`config.mk`:
```
export PLATFORM = sky130hd
export DESIGN_NAME = cx_stream_hub
export DESIGN_NICKNAME = d
export VERILOG_FILES = /design/src/rtl/cx_stream_hub.sv
export SDC_FILE = /design/constraint.sdc
export NUM_CORES = 1
export LEC_CHECK = 0
export BUFFER_PORTS_ARGS = -buffer_cell sky130_fd_sc_hd__buf_2
export CORE_UTILIZATION = 60
export CTS_CLUSTER_DIAMETER = 100
export CTS_CLUSTER_SIZE = 10
export DETAILED_ROUTE_END_ITERATION = 6
export GPL_TIMING_DRIVEN = 0
export PLACE_DENSITY = 0.83
export SLEW_MARGIN = 5
export SYNTH_ARGS = -nofsm -noshare
export SYNTH_HDL_FRONTEND = slang
export SYNTH_SLANG_ARGS = --single-unit
```
`constraint.sdc`:
```
create_clock -name clk -period 5.3 [get_ports clk]
set_clock_uncertainty 0.05 [all_clocks]
set_input_delay 0.265 -clock clk [delete_from_list [all_inputs] [get_ports clk]]
set_output_delay 0.265 -clock clk [all_outputs]
set_load 0.01 [all_outputs]
```
`src/rtl/cx_stream_hub.sv`:
```
// cx_stream_hub: DEPTH-entry FIFO dealt round-robin to NUM_CH channels plus a step-programmable counter source.
// Push-to-valid 1 cycle, a stalled selected channel blocks all; CX_STREAM_HUB_STATS_EN adds drop_cnt/occ_hwm.
module cx_stream_hub #(
  parameter int DATA_W = 32,
  parameter int DEPTH  = 4,
  parameter int NUM_CH = 3,
  parameter int CNT_W  = 16,
  parameter int CFG_W  = 32
) (
  input  logic                    clk,
  input  logic                    rst_n,
  input  logic                    in_vld,
  output logic                    in_rdy,
  input  logic [DATA_W-1:0]       in_data,
  output logic [NUM_CH-1:0]       out_vld,
  input  logic [NUM_CH-1:0]       out_rdy,
  output logic [DATA_W-1:0]       out_data,
`ifdef CX_STREAM_HUB_STATS_EN
  output logic [15:0]             drop_cnt,
  output logic [$clog2(DEPTH):0]  occ_hwm,
`endif
  output logic                    cnt_vld,
  input  logic                    cnt_rdy,
  output logic [CNT_W-1:0]        cnt_data,
  input  logic                    cfg_req,
  input  logic [CFG_W-1:0]        cfg_data,
  output logic                    cfg_ack
);

  localparam int AW  = $clog2(DEPTH);
  localparam int CHW = (NUM_CH > 1) ? $clog2(NUM_CH) : 1;

  typedef enum logic {CFG_IDLE, CFG_ACK} cfg_state_e;

  logic [DATA_W-1:0] mem_q [DEPTH];
  logic [AW:0]       wr_ptr_q, wr_ptr_d;
  logic [AW:0]       rd_ptr_q, rd_ptr_d;
  logic [CHW-1:0]    ch_ptr_q, ch_ptr_d;
  logic              empty, full, push, pop;

  logic              cnt_vld_q;
  logic [CNT_W-1:0]  cnt_q, cnt_d;
  logic [CNT_W-1:0]  step_q, step_d;
  cfg_state_e        state_q, state_d;

  // Same index with opposite wrap bits means the write pointer has lapped the read pointer.
  assign empty = (wr_ptr_q == rd_ptr_q);
  assign full  = (wr_ptr_q[AW] != rd_ptr_q[AW]) && (wr_ptr_q[AW-1:0] == rd_ptr_q[AW-1:0]);
  assign push  = in_vld && !full;
  assign pop   = !empty && out_rdy[ch_ptr_q];

  assign in_rdy   = !full;
  assign out_vld  = empty ? '0 : (NUM_CH'(1) << ch_ptr_q);
  assign out_data = mem_q[rd_ptr_q[AW-1:0]];

  always_comb begin
    wr_ptr_d = push ? wr_ptr_q + (AW+1)'(1) : wr_ptr_q;
    rd_ptr_d = pop  ? rd_ptr_q + (AW+1)'(1) : rd_ptr_q;
    ch_ptr_d = ch_ptr_q;
    if (pop) begin
      ch_ptr_d = (ch_ptr_q == CHW'(NUM_CH - 1)) ? '0 : ch_ptr_q + CHW'(1);
    end
  end

  always_ff @(posedge clk or negedge rst_n) begin
    if (!rst_n) begin
      for (int i = 0; i < DEPTH; i++) mem_q[i] <= '0;
    end else if (push) begin
      mem_q[wr_ptr_q[AW-1:0]] <= in_data;
    end
  end

  always_ff @(posedge clk or negedge rst_n) begin
    if (!rst_n) begin
      wr_ptr_q <= '0;
      rd_ptr_q <= '0;
      ch_ptr_q <= '0;
    end else begin
      wr_ptr_q <= wr_ptr_d;
      rd_ptr_q <= rd_ptr_d;
      ch_ptr_q <= ch_ptr_d;
    end
  end

  // The increment reads step_q, so a step loaded in the same cycle only affects later handshakes.
  assign cnt_d    = (cnt_vld_q && cnt_rdy) ? cnt_q + step_q : cnt_q;
  assign cnt_vld  = cnt_vld_q;
  assign cnt_data = cnt_q;
  assign cfg_ack  = (state_q == CFG_ACK);

  always_comb begin
    state_d = state_q;
    step_d  = step_q;
    case (state_q)
      CFG_IDLE: begin
        if (cfg_req) begin
          step_d  = cfg_data[CNT_W-1:0];
          state_d = CFG_ACK;
        end
      end
      CFG_ACK: begin
        if (!cfg_req) state_d = CFG_IDLE;
      end
      default: state_d = CFG_IDLE;
    endcase
  end

  always_ff @(posedge clk or negedge rst_n) begin
    if (!rst_n) begin
      cnt_vld_q <= 1'b0;
      cnt_q     <= '0;
      step_q    <= CNT_W'(1);
      state_q   <= CFG_IDLE;
    end else begin
      cnt_vld_q <= 1'b1;
      cnt_q     <= cnt_d;
      step_q    <= step_d;
      state_q   <= state_d;
    end
  end

  generate
    if (CFG_W > CNT_W) begin : g_cfg_hi
      logic unused_cfg_hi;
      assign unused_cfg_hi = ^cfg_data[CFG_W-1:CNT_W];
    end
  endgenerate

`ifdef CX_STREAM_HUB_STATS_EN
  logic [15:0] drop_q;
  logic [AW:0] hwm_q;
  logic [AW:0] occ_next;

  assign occ_next = wr_ptr_d - rd_ptr_d;
  assign drop_cnt = drop_q;
  assign occ_hwm  = hwm_q;

  always_ff @(posedge clk or negedge rst_n) begin
    if (!rst_n) begin
      drop_q <= '0;
      hwm_q  <= '0;
    end else begin
      if (in_vld && full && (drop_q != 16'hFFFF)) drop_q <= drop_q + 16'd1;
      if (occ_next > hwm_q) hwm_q <= occ_next;
    end
  end
`endif

endmodule

```
==> metrics.md <==
| Metric | Value |
|---|---|
| Run status | completed |
| Seq cells post-synth | 170 |
| Worst vdd ir | 441 uV |
| Fin nets | 780 |
| Cts repair resizes | 0 |
| Average cell area after synthesis | 15.5 um^2 |
| Setup_tns | 0 ns |
| H-tree levels | 4 |
| CTS max path bufs | 2 |
| Clock Power Share | between 15 and 20% |
| Switch Pwr | 2.35 mW |
| Crit-path cells | buf_4 -> clkbuf_1 -> mux4_2 -> buf_2 |
| Synth top area cells | dfrtp_1, mux2_4, mux4_2, mux2_2, ha_1 |
| Leading area contributor after synthesis | dfrtp_1 |
| Final period util | 45.9% |
| Transition time of the tightest slew-check pin | 0.728 ns |
| Setup violators final | 0 |
| # IOs | 126 |
| Leakage | 4.89 nW |
| Count leader, synth | dfrtp_1 |
| Die Y | 122 um |
| Number of buffers added on ports | 109 |
| CTS Root Cell | clkbuf_16 |
| PD cells | 684 nW/um^2 |
| Min Clock Period, post-route | 2.43 ns |
| Min Hold Slack | 0.0233 ns |
| Internal power | 4.49 mW |
| Final Max Slew Viols | 0 |
| Worst path arrival time | 2.12 ns |
| Dpl hpwl | 12200 um |
| First-pass GRT wire length | 29200 um |
| Largest net degree at the start of global routing | 87 |
| FF/Latch Area | between 4000 and 5000 um^2 |
| DRT Wirelength | 17800 um |
| Post-synth EDFFs | 0 |
| Starting DRT DRC Count | 376 |
| Die area | 14900 um^2 |
| Share of post-route cells with drive strength above 1 | approximately 49% |
| N_diodes | 0 |
| Combinational Power Share | 49.0% |
| Ys flop type | dfrtp_1 |
| Vias | 5140 |
| Core area | 13900 um^2 |
| Row count | 43 |
| Rel. slew slack | 51.4% |
| Critical Path Slowest Stage Cell | clkbuf_1 |
| Mapped Nets | 649 |
| # Max-Cap Violations | 0 |
| Fmax | 411 MHz |
| Initial DRT Pass Iterations | 4 |
| Syn Inst Count | 556 |
| GRT Util Overall | 26.1% |
| Crit path largest cell delay | 0.57 ns |
| CTS tree | done |
| Post-synth ARST share | 100% |
| DR DRC count | 0 |
| Cell area after synthesis | 8620 um^2 |
| Setup CP Type | flop to output pin |
| Final GP Congestion | ~0.89 |
| WL/cell | 20.2 um |
| Fill count | between 800 and 900 |
| Syn. warnings | 0 |
| Sw Ratio | 34.4% |
| Crit Path Max Fanout | 10 |
| CP Capture Type | output pin |
| Layout overhead on the synthesized area | 16.0% |
| Final antenna-violating net count | 0 |
| Clk sink count | 170 |
| Vias in the first global route | 5503 |
| CP Launch Type | flop |
| Hold Fails Final Rpt | 0 |
| Post-synth top cells | dfrtp_1, mux2_4, nand2_1, mux4_2, mux2_2 |
| Initial antenna violation count | 0 |
| Post-CTS setup buffer count | 0 |
| Min-Delay Path Class | input pin to flop |
| RSZ-0062 raised after global routing | false |
| Drt via density | roughly 5.8 |
| Die Span X | between 100 and 150 um |
| Sequential share of the synthesized area | 49.4% |
| Initial Util | 61.9% |
| Clock latency on the worst-skew pair | about 0.43 ns |
| Yosys top cell area share | 49.1% |
| Area of the multi-input gates | 4080 um^2 |
| Clk pin slew, worst setup/hold paths | about 0.07 ns |
| Netlist cell types | 52 |
| Gr ovfl total | 0 |
| Req. time, crit path | roughly 5.0 ns |
| Sequential share of power | 33.8% |
| CTS buffer count | 17 |
==> layout by cell type, fill, tap and decap left out, types with 4 or more instances in the layout <==
cell type / count
dfrtp_1: 169
mux2_4: 119
buf_2: 111
nand2_1: 36
mux4_2: 32
mux2_2: 26
ha_1: 20
clkbuf_16: 17
a21oi_1: 16
o21ai_0: 16
xnor2_1: 12
buf_8: 10
clkbuf_1: 9
nor2_1: 8
a21o_1: 7
nand3_1: 7
and2_1: 6
inv_1: 4
nand2_8: 4
a211o_1: 4
inv_6: 4
==> sequential cells by signal (all words and copies together) (netlist names) <==
| signal | count |
|---|---|
| mem_q | 128 |
| cnt_data | 16 |
| step_q | 16 |
| rd_ptr_q | 3 |
| wr_ptr_q | 3 |
| ch_ptr_q | 2 |
| cfg_ack | 1 |
| cnt_vld | 1 |
==> what timing repair did <==
item / CTS / global route
hold endpoints to repair: 85 / 0
endpoints found under the setup margin: 0 / 0
hold buffers: 2 / 0
==> worst max-delay path, delay by kind of cell (launching register included) <==
family / cells / cell delay (ns)
muxes: 1 / 0.42
DFF: 1 / 0.36
buffers and inverters: 3 / 0.90
==> stage by stage <==
| stage | power [mW] | area, um^2 | cells | setup WS [ns] | utilization (%) |
|---|---|---|---|---|---|
| after global routing | 7.22 | 10000 | 879 | 2.76 | 71.8 |
| after CTS | 6.86 | 10000 | 879 | 2.84 | 71.8 |
| after detailed placement | 5.65 | 9430 | 846 | 2.91 | 67.7 |
| after global placement | 5.50 | 9390 | 845 | 1.59 | 67.4 |
| final | 6.84 | 10000 | 879 | 2.87 | 71.8 |
| after floorplan | 4.76 | 8620 | 556 | 3.02 | - |
==> power groups by stage <==
stage	Combinational, mW	Clock (mW)	Sequential [mW]
2_1_floorplan	2.55	0	2.21
3_3_place_gp	3.25	0	2.25
3_5_place_dp	3.34	0	2.31
4_1_cts	3.37	1.18	2.31
5_1_grt	3.60	1.24	2.37
6_report	3.35	1.17	2.31
==> cells by family after synthesis <==
family | share of synthesized area, %
AND/OR/NAND/NOR | 5.01
other | 0.0435
multiplexers | 32.7
buffers and inverters | 3.31
AO/OA/AOI/OAI | 4.91
flip-flops | 49.4
adder cells (fa/ha/maj) | 3.13
XOR/XNOR | 1.52
==> cell type report <==
cell class	instances	share of cell area, %
Sequential cell	170	42.6
Tap cell	180	2.25
Inverter	4	0.150
Multi-Input combinational cell	355	40.8
Timing Repair Buffer	112	6.03
Clock inverter	12	1.16
Clock buffer	19	4.33
Buffer	27	2.70
==> worst paths after layout <==
kind	from	slack [ns]	to	cells past startpoint
max reg2reg	cnt_data[0]	2.88	cnt_data[10]	7
min reg2reg	wr_ptr_q[2]	0.45	wr_ptr_q[2]	1
min in group asynchronous	rst_n	0.38	cnt_data[1]	2
max in group asynchronous	rst_n	4.00	mem_q[95]	3
min	cfg_data[12]	0.02	step_q[12]	2
max	rd_ptr_q[1]	2.87	out_data[29]	4
==> routing by layer <==
metal	up-vias	track usage, %	routed length (um)
met5	-	0	0
met4	0	7.72	201
met3	17	6.23	710
met2	132	41.9	8910
met1	2687	35.5	7960
li1	2304	-	-
Power figures use the tool's default switching activity.
